--- src/rtl/io_port_master.sv ---
// io_port_master: PicoBlaze-style IO port bus initiator for raw IN/OUT and blocking UART PUT/GET.
module io_port_master #(
    parameter logic [7:0]  PORT_DATA      = 8'h01,
    parameter logic [7:0]  PORT_RXP       = 8'h02,
    parameter logic [7:0]  PORT_TXF       = 8'h03,
    parameter int unsigned POST_WRITE_GAP = 2,
    parameter int unsigned POLL_LIMIT     = 0
) (
    input  logic       clk6,
    input  logic       reset,
    input  logic       req_valid,
    output logic       req_ready,
    input  logic [1:0] req_op,
    input  logic [7:0] req_port,
    input  logic [7:0] req_wdata,
    output logic       done,
    output logic [7:0] rdata,
    output logic       err,
    output logic [7:0] io_port_id,
    output logic [7:0] io_write_data,
    output logic       io_write_strobe,
    output logic       io_read_strobe,
    input  logic [7:0] io_read_data
);
    typedef enum logic [2:0] {IDLE, WR_STB, RD_STB, RD_WAIT, POLL_STB, POLL_WAIT, GAP, DONE} state_t;
    localparam logic [1:0]  OP_OUT   = 2'b00;
    localparam logic [1:0]  OP_IN    = 2'b01;
    localparam logic [1:0]  OP_PUT   = 2'b10;
    localparam logic [1:0]  OP_GET   = 2'b11;
    localparam logic [3:0]  GAP_LAST = 4'((POST_WRITE_GAP == 0) ? 0 : POST_WRITE_GAP - 1);
    localparam logic [15:0] LIMIT    = 16'(POLL_LIMIT);
    state_t      state_q, state_d;
    logic [1:0]  op_q, op_d;
    logic [7:0]  port_q, port_d, wdata_q, wdata_d, rdata_q, rdata_d;
    logic [7:0]  port_id_q, port_id_d, wr_data_q, wr_data_d;
    logic [15:0] cnt_q, cnt_d;
    logic [3:0]  gap_q, gap_d;
    logic        err_q, err_d, wstb_q, rstb_q, abort, poll_met;
    assign req_ready       = !reset && (state_q == IDLE || state_q == DONE);
    assign done            = state_q == DONE;
    assign rdata           = rdata_q;
    assign err             = err_q;
    assign io_port_id      = port_id_q;
    assign io_write_data   = wr_data_q;
    assign io_write_strobe = wstb_q;
    assign io_read_strobe  = rstb_q;
    // PUT waits for TX-full to clear; GET waits for RX-present to set
    assign poll_met = (op_q == OP_PUT) ? ~io_read_data[0] : io_read_data[0];
    always_comb begin
        state_d   = state_q;
        op_d      = op_q;
        port_d    = port_q;
        wdata_d   = wdata_q;
        cnt_d     = cnt_q;
        gap_d     = gap_q;
        rdata_d   = rdata_q;
        err_d     = err_q;
        port_id_d = port_id_q;
        wr_data_d = wr_data_q;
        abort     = 1'b0;
        case (state_q)
            IDLE, DONE: begin
                state_d = IDLE;
                if (req_valid && req_ready) begin
                    op_d    = req_op;
                    port_d  = req_port;
                    wdata_d = req_wdata;
                    cnt_d   = '0;
                    state_d = (req_op == OP_OUT) ? WR_STB : (req_op == OP_IN) ? RD_STB : POLL_STB;
                end
            end
            WR_STB: begin
                state_d = (POST_WRITE_GAP == 0) ? DONE : GAP;
                gap_d   = GAP_LAST;
            end
            RD_STB:   state_d = RD_WAIT;
            RD_WAIT: begin
                rdata_d = io_read_data;
                state_d = DONE;
            end
            POLL_STB: state_d = POLL_WAIT;
            POLL_WAIT: begin
                if (poll_met) begin
                    // GET takes a single turnaround cycle in GAP before the data read
                    state_d = (op_q == OP_PUT) ? WR_STB : GAP;
                    gap_d   = '0;
                end else begin
                    cnt_d   = cnt_q + 16'd1;
                    abort   = (POLL_LIMIT != 0) && (cnt_d == LIMIT);
                    state_d = abort ? DONE : POLL_STB;
                end
            end
            GAP: begin
                gap_d = gap_q - 4'd1;
                if (gap_q == 4'd0) state_d = (op_q == OP_GET) ? RD_STB : DONE;
            end
            default:  state_d = IDLE;
        endcase
        if (state_d == DONE) err_d = abort;
        if (state_d == WR_STB) begin
            port_id_d = (op_d == OP_OUT) ? port_d : PORT_DATA;
            wr_data_d = wdata_d;
        end
        if (state_d == RD_STB) port_id_d = (op_d == OP_IN) ? port_d : PORT_DATA;
        if (state_d == POLL_STB) port_id_d = (op_d == OP_PUT) ? PORT_TXF : PORT_RXP;
    end
    always_ff @(posedge clk6) begin
        if (reset) begin
            state_q   <= IDLE;
            op_q      <= '0;
            port_q    <= '0;
            wdata_q   <= '0;
            cnt_q     <= '0;
            gap_q     <= '0;
            rdata_q   <= '0;
            err_q     <= 1'b0;
            port_id_q <= '0;
            wr_data_q <= '0;
            wstb_q    <= 1'b0;
            rstb_q    <= 1'b0;
        end else begin
            state_q   <= state_d;
            op_q      <= op_d;
            port_q    <= port_d;
            wdata_q   <= wdata_d;
            cnt_q     <= cnt_d;
            gap_q     <= gap_d;
            rdata_q   <= rdata_d;
            err_q     <= err_d;
            port_id_q <= port_id_d;
            wr_data_q <= wr_data_d;
            wstb_q    <= state_d == WR_STB;
            rstb_q    <= state_d == RD_STB || state_d == POLL_STB;
        end
    end
endmodule

--- config.mk ---
export PLATFORM = sky130hd
export DESIGN_NAME = io_port_master
export DESIGN_NICKNAME = d
export VERILOG_FILES = /design/src/rtl/io_port_master.sv
export SDC_FILE = /design/constraint.sdc
export NUM_CORES = 1
export LEC_CHECK = 0
export ABC_AREA = 1
export CAP_MARGIN = 5
export CORE_ASPECT_RATIO = 0.75
export CORE_MARGIN = 5
export CORE_UTILIZATION = 53
export CTS_CLUSTER_SIZE = 10
export DETAILED_ROUTE_END_ITERATION = 10
export GPL_TIMING_DRIVEN = 0
export PLACE_DENSITY = 0.92
export SLEW_MARGIN = 10
export SYNTH_ARGS = -nofsm -noshare
export SYNTH_HDL_FRONTEND = slang
export SYNTH_SLANG_ARGS = --single-unit
--- constraint.sdc ---
create_clock -name clk6 -period 3 [get_ports clk6]
set_input_delay 0.75 -clock clk6 [delete_from_list [all_inputs] [get_ports clk6]]
set_output_delay 0.75 -clock clk6 [all_outputs]
set_load 0.01 [all_outputs]
==> impl_metrics.py, run 1 <==
metrics = {
    "run_status": {
        "status": "complete, no violations",
    },
    "clock_tree": {
        "h-tree-depth": 2,
        "clkLatencyLatePin_ps": 310,
        "ctsHoldBuffers": 0,
        "cts_setup_buffers": 0,
        "cts-buffers-inserted": 5,
        "cts_tree": "built",
        "cts_num_sinks": 51,
        "ctsRootBufferMaster": "clkbuf_8",
        "clk_pin_slew_worst_paths_ps": 100,
        "clock_path_buffers": 2,
        "ctsResizeCount": 0,
    },
    "timing": {
        "fin_setup_tns_ps": 0,
        "max_freq_mhz": 408,
        "finalMaxSlewViolations": 0,
        "hold_slack_ps": 477,
        "post-route-min-period_ps": 2450,
        "rsz0062_at_grt": "false",
        "finalSetupViolCount": 0,
        "finalWorstSetupSlack_ps": 547,
        "slew_headroom_pct": 61.8,
        "hold_viol": 0,
        "skew_ps": 9.90,
        "worstMarginPinSlew_ps": 571,
        "fin_crit_sh_pct": 81.8,
    },
    "setup_path": {
        "critPathArrivalTime_ps": 1700,
        "path_max_fanout": 6,
        "path_delay_family": "buffers and inverters",
        "crit_required_ps": 2250,
        "cp_slowest_stage_delay_ps": 560,
        "reg2reg_from": "op_q[0]",
        "path_class": "reg2out",
        "crit_start": "state_q[0]",
        "crit_path_end_kind": "primary output",
        "slowest_stage": "clkdlybuf4s50_1",
        "regToRegEndpoint": "io_port_id[6]",
        "timing.critical_path.cells": "nand3_2 > a21oi_1 > clkdlybuf4s50_1",
        "worstSetupStartpointType": "register",
        "path_buf_inv": 1,
        "reg2reg_slack_ps": 1110,
        "rr_worst_depth": 11,
    },
    "worst_hold_path": {
        "min_to": "io_write_data[4]",
        "hold_class": "reg2reg",
        "worstHoldStart": "io_write_data[4]",
        "hold_depth": 2,
    },
    "synth": {
        "synth_cell_types": 36,
        "synth-xor-area-share_pct": 0,
        "synth_seq_cells": 51,
        "synthAdderAreaFrac_pct": 1.02,
        "seq_area_frac_synth_pct": 41.7,
        "synth_common_cells": "nand2_1, dfxtp_1, nor2_1, inv_1, a21oi_1",
        "synthTopCellsByArea": "dfxtp_1, nand2_1, nor2_1",
        "synth_top_area_share_pct": 41.7,
        "synth-compound-area-share_pct": 10.3,
        "synth-simple-area-share_pct": 35.5,
        "syn_area_per_cell_sq_um": 7.53,
        "synth_edf_count": 0,
        "syn_area_sq_mm": 0.00245,
        "yosysWarnings": 0,
        "syn_nets": 356,
        "post-synth-top-count-cell": "nand2_1",
        "muxShareOfSynthArea_pct": 3.27,
        "synthFlopType": "dfxtp_1",
        "async_reset_ff_share_pct": 0,
        "syn_inst": 325,
        "synth_top_family_by_area": "simple AND/OR/NAND/NOR gates",
        "synth_area_leader_cell": "dfxtp_1",
    },
    "global_routing": {
        "antenna_found_initial": 0,
        "grt_pass1_vias": 2142,
        "track_usage_pct": 19.7,
        "grt_pass1_wl_mm": 9.31,
        "grt_max_degree": 17,
        "grt_overflow": 0,
    },
    "layout": {
        "nets": 418,
        "area_growth_pct": 29.1,
        "final_cell_count_no_fill": 445,
        "seqCellArea_sq_mm": 0.00102,
        "n_antenna_cell": 0,
        "fin_util_pct": 70.7,
        "multi_input_area_sq_mm": 0.00123,
        "nFillCells": 358,
        "drive_gt1_share_pct": 11.9,
    },
    "floorplan": {
        "rows": 21,
        "die_w_um": 88.4,
        "die_area_sq_mm": 0.00609,
        "die_h_um": 68.8,
        "core-area_sq_mm": 0.00447,
        "pin_count": 58,
        "start_util_pct": 54.8,
    },
    "power": {
        "ir_drop_mv": 0.485,
        "power_density_mw_per_mm2": 900,
        "p_leak_nw": 1.33,
    },
    "drt": {
        "vias_per_cell": 5.18,
        "first_pass_iters": 4,
        "vias": 2303,
        "ant_nets": 0,
        "drc": 0,
        "dr.first_iter.drc_count": 165,
        "wl_per_cell_um": 12.8,
        "totalWireLength_mm": 5.72,
    },
    "placement": {
        "placed_cells": 437,
        "gp_congestion": 0.945,
        "place_ws_ps": 317,
        "portBuffers": 55,
        "dp_hpwl_mm": 4.31,
    },
    "flow_run": {
        "max_cap_violations": 0,
    },
}
==> metal layers <==
metal,GRT usage (%),up-vias,wire [um]
met5,0,-,0
met3,4.39,10,379
li1,-,1175,-
met4,7.92,0,89
met1,24.3,1043,2620
met2,33.7,75,2630
==> cell type report <==
type / instances / share of cell area, %
multi-input cells: 234 / 39.0
flip-flops and latches: 51 / 32.3
repair buffers: 55 / 17.4
inverters: 28 / 3.49
plain buffers: 12 / 2.66
well taps: 57 / 2.26
clock buffers: 5 / 2.18
clock inverters: 3 / 0.634
==> tightest hold or removal path, stage by stage, from the launching register on <==
cell     delay [ps]
dfxtp_1         320
nand2_1          60
a21oi_1          60
==> cells in the final DEF (no fill, tap or decap), drive strengths merged, types with 8 or more instances in the layout <==
cell type / netlist / final
a21oi: 24 / 24
nor2: 50 / 50
inv: 27 / 27
buf: 8 / 8
mux2i: 8 / 8
clkdlybuf4s50: 0 / 55
dfxtp: 51 / 51
nand3: 21 / 21
nand2: 84 / 84
clkbuf: 4 / 9
nand4: 11 / 11
o21ai: 15 / 15
or2: 9 / 9
==> flip-flops by register name, indices dropped and copies added, names as in the netlist <==
| signal | cells |
|---|---|
| state_q | 3 |
| op_q | 2 |
| io_write_data | 8 |
| io_write_strobe | 1 |
| gap_q | 4 |
| io_port_id | 8 |
| wdata_q | 8 |
| io_read_strobe | 1 |
| port_q | 8 |
| rdata | 8 |
==> power breakdown <==
group | internal, W | leakage [nW] | switching (W)
clock network | 0.000162 | 0.0402 | 0.000224
registers | 0.000823 | 0.415 | 0.0000999
logic | 0.000601 | 0.879 | 0.000931
==> metrics by stage <==
stage               area (sq um)  power [W]
floorplan                   2450    0.00203
global placement            3070    0.00241
detailed placement          3070    0.00245
CTS                         3160    0.00285
global route                3160    0.00306
finish                      3160    0.00284
==> worst max path at each step <==
stage                       endpoint  cells after the start  slack [ps]
floorplan           io_write_data[6]                      8        1010
global route               req_ready                      3         460
global placement       io_port_id[6]                     10         350
finish                     req_ready                      3         550
CTS                        req_ready                      3         530
detailed placement     io_port_id[0]                     10         320
==> cells by family (layout without fill, tap and decap cells) <==
| logic type | count (synthesis) | in the layout |
|---|---|---|
| AO/OA/AOI/OAI | 42 | 42 |
| adder cells (fa/ha/maj) | 2 | 2 |
| buffers and inverters | 40 | 103 |
| flip-flops | 51 | 51 |
| multiplexers | 8 | 8 |
| other | 1 | 1 |
| AND/OR/NAND/NOR | 181 | 181 |
Power figures use the tool's default switching activity.
==> run 2, diff against run 1 <==
--- a/config.mk
+++ b/config.mk
@@ -9,11 +9,11 @@
 export CAP_MARGIN = 5
 export CORE_ASPECT_RATIO = 0.75
 export CORE_MARGIN = 5
-export CORE_UTILIZATION = 53
+export CORE_UTILIZATION = 45
 export CTS_CLUSTER_SIZE = 10
 export DETAILED_ROUTE_END_ITERATION = 10
 export GPL_TIMING_DRIVEN = 0
-export PLACE_DENSITY = 0.92
+export PLACE_DENSITY = 0.84
 export SLEW_MARGIN = 10
 export SYNTH_ARGS = -nofsm -noshare
 export SYNTH_HDL_FRONTEND = slang
==> constraint.sdc (replaced) <==
create_clock -name clk6 -period 2.2 [get_ports clk6]
set_input_delay 0.55 -clock clk6 [delete_from_list [all_inputs] [get_ports clk6]]
set_output_delay 0.55 -clock clk6 [all_outputs]
set_load 0.01 [all_outputs]
==> impl_metrics.py, run 2 (synthesis gave the netlist of run 1 again) <==
metrics = {
    "run_status": {
        "status": "complete, no violations",
    },
    "drt": {
        "dr.first_iter.drc_count": 122,
        "vias_per_cell": 4.86,
        "first_pass_iters": 4,
        "totalWireLength_mm": 5.92,
        "vias": 2267,
        "drc": 0,
        "ant_nets": 0,
        "wl_per_cell_um": 12.7,
    },
    "layout": {
        "n_antenna_cell": 0,
        "drive_gt1_share_pct": 12.5,
        "layout_common_cells": "nand2_1, clkdlybuf4s50_1, dfxtp_1",
        "area_growth_pct": 31.6,
        "fin_util_pct": 60.8,
        "final_common_cell": "nand2_1",
        "nets": 421,
    },
    "global_routing": {
        "grt_pass1_wl_mm": 9.58,
        "grt_max_degree": 19,
        "antenna_found_initial": 0,
        "grt_overflow": 0,
        "track_usage_pct": 17.5,
        "grt_pass1_vias": 2145,
    },
    "timing": {
        "skew_ps": 8.32,
        "finalWorstSetupSlack_ps": 96.4,
        "max_freq_mhz": 475,
        "rsz0062_at_grt": "false",
        "worstMarginPinSlew_ps": 549,
        "post-route-min-period_ps": 2100,
        "finalSetupViolCount": 0,
        "fin_crit_sh_pct": 95.6,
        "finalMaxSlewViolations": 0,
        "hold_viol": 0,
        "slew_headroom_pct": 63.3,
    },
    "clock_tree": {
        "ctsHoldBuffers": 0,
        "cts_num_sinks": 51,
        "cts_tree": "built",
        "clkLatencyLatePin_ps": 320,
        "h-tree-depth": 2,
        "clk_pin_slew_worst_paths_ps": 90,
        "ctsRootBufferMaster": "clkbuf_8",
        "clock_path_buffers": 2,
        "cts-buffers-inserted": 5,
    },
    "worst_hold_path": {
        "hold_depth": 2,
        "min_to": "io_write_data[4]",
        "hold_class": "reg2reg",
        "worstHoldStart": "io_write_data[4]",
    },
    "setup_path": {
        "regToRegEndpoint": "io_port_id[6]",
        "worstSetupStartpointType": "register",
        "path_max_fanout": 6,
        "reg2reg_from": "op_q[0]",
        "path_class": "reg2out",
        "crit_required_ps": 1650,
        "critPathArrivalTime_ps": 1550,
        "reg2reg_slack_ps": 310,
        "crit_path_end_kind": "primary output",
        "rr_worst_depth": 11,
    },
    "power": {
        "power_density_mw_per_mm2": 1250,
        "ir_drop_mv": 0.596,
        "p_leak_nw": 1.37,
    },
    "placement": {
        "gp_congestion": 0.882,
        "place_ws_ps": -284,
        "dp_hpwl_mm": 4.47,
        "portBuffers": 55,
    },
    "floorplan": {
        "die_h_um": 73.9,
        "pin_count": 58,
        "die_area_sq_mm": 0.00703,
        "core-area_sq_mm": 0.00530,
        "rows": 23,
        "die_w_um": 95.1,
        "start_util_pct": 46.2,
    },
    "flow_run": {
        "max_cap_violations": 0,
    },
}
run 2: cell count changes in the layout (fill, tap and decap cells not counted):
cell / previous run / this run
buf_8: 1 / 2
clkinv_2: 1 / 0
buf_6: 3 / 2
clkinvlp_4: 2 / 0
inv_6: 0 / 2
nand2_4: 1 / 2
dlygate4sd2_1: 0 / 1
dlymetal6s2s_1: 0 / 1
clkdlybuf4s50_1: 55 / 53
nand2_2: 7 / 6
buf_4: 1 / 4
clkinv_4: 1 / 2
run 2: worst max-delay path by stage:
stage                     from          endpoint  slack, ps  cells after the start
2_1_floorplan            reset  io_write_data[6]        410                      8
3_3_place_gp   io_read_data[0]     io_port_id[6]       -270                     10
3_5_place_dp   io_read_data[0]     io_port_id[6]       -280                     10
4_1_cts              req_valid     io_port_id[0]         20                     10
5_1_grt        io_read_data[0]     io_port_id[1]         20                     11
6_report            state_q[0]              done        100                      3
run 2: timing repair:
action	in CTS	in global routing
endpoints found under the setup margin	1	13
resized for setup	1	3
pin swaps	0	1
buffers inserted	0	3
run 2: per-stage QoR:
step | TNS, ps | power [W] | std cells | hold WS [ps] | cell area, sq um
4_1_cts | 0 | 0.00394 | 463 | 478 | 3180
3_3_place_gp | -3530 | 0.00330 | 455 | 458 | 3090
5_1_grt | 0 | 0.00432 | 466 | 505 | 3220
3_5_place_dp | -3910 | 0.00336 | 455 | 462 | 3090
6_report | 0 | 0.00402 | 466 | 475 | 3220
2_1_floorplan | 0 | 0.00277 | 325 | 451 | 2450
run 2: area by class of cell:
cell class / instances / area, sq um
fillers: 481 / 2080
repair buffers: 58 / 574
inverters: 28 / 110
well taps: 75 / 93.8
multi-input cells: 234 / 1240
clock buffers: 5 / 68.8
flip-flops and latches: 51 / 1020
clock inverters: 3 / 26.3
plain buffers: 12 / 87.6
run 2: routing by layer:
layer / GRT usage [%] / share of wire (%) / vias up
met5: 0 / 0 / -
met4: 6.24 / 2.0 / 0
met3: 5.94 / 7.4 / 16
met2: 28.0 / 43 / 78
met1: 21.8 / 48 / 997
li1: - / - / 1176
run 2: critical path, stage by stage, from the launching register on:
cell,delay (ps)
dfxtp_1,460
nand3_2,170
inv_1,80
clkdlybuf4s50_1,530
run 2: power breakdown:
part	switching (W)	internal [W]	leakage (nW)
clock network	0.000338	0.000234	0.0491
logic	0.00132	0.000875	0.906
registers	0.000130	0.00112	0.415
total	0.00179	0.00223	1.37
==> run 3, diff against run 2 <==
--- a/config.mk
+++ b/config.mk
@@ -14,7 +14,6 @@
 export DETAILED_ROUTE_END_ITERATION = 10
 export GPL_TIMING_DRIVEN = 0
 export PLACE_DENSITY = 0.84
-export SLEW_MARGIN = 10
 export SYNTH_ARGS = -nofsm -noshare
 export SYNTH_HDL_FRONTEND = slang
 export SYNTH_SLANG_ARGS = --single-unit
==> results of run 3 <==
Same layout as run 2: the final DEF is identical, and so are final timing and power.
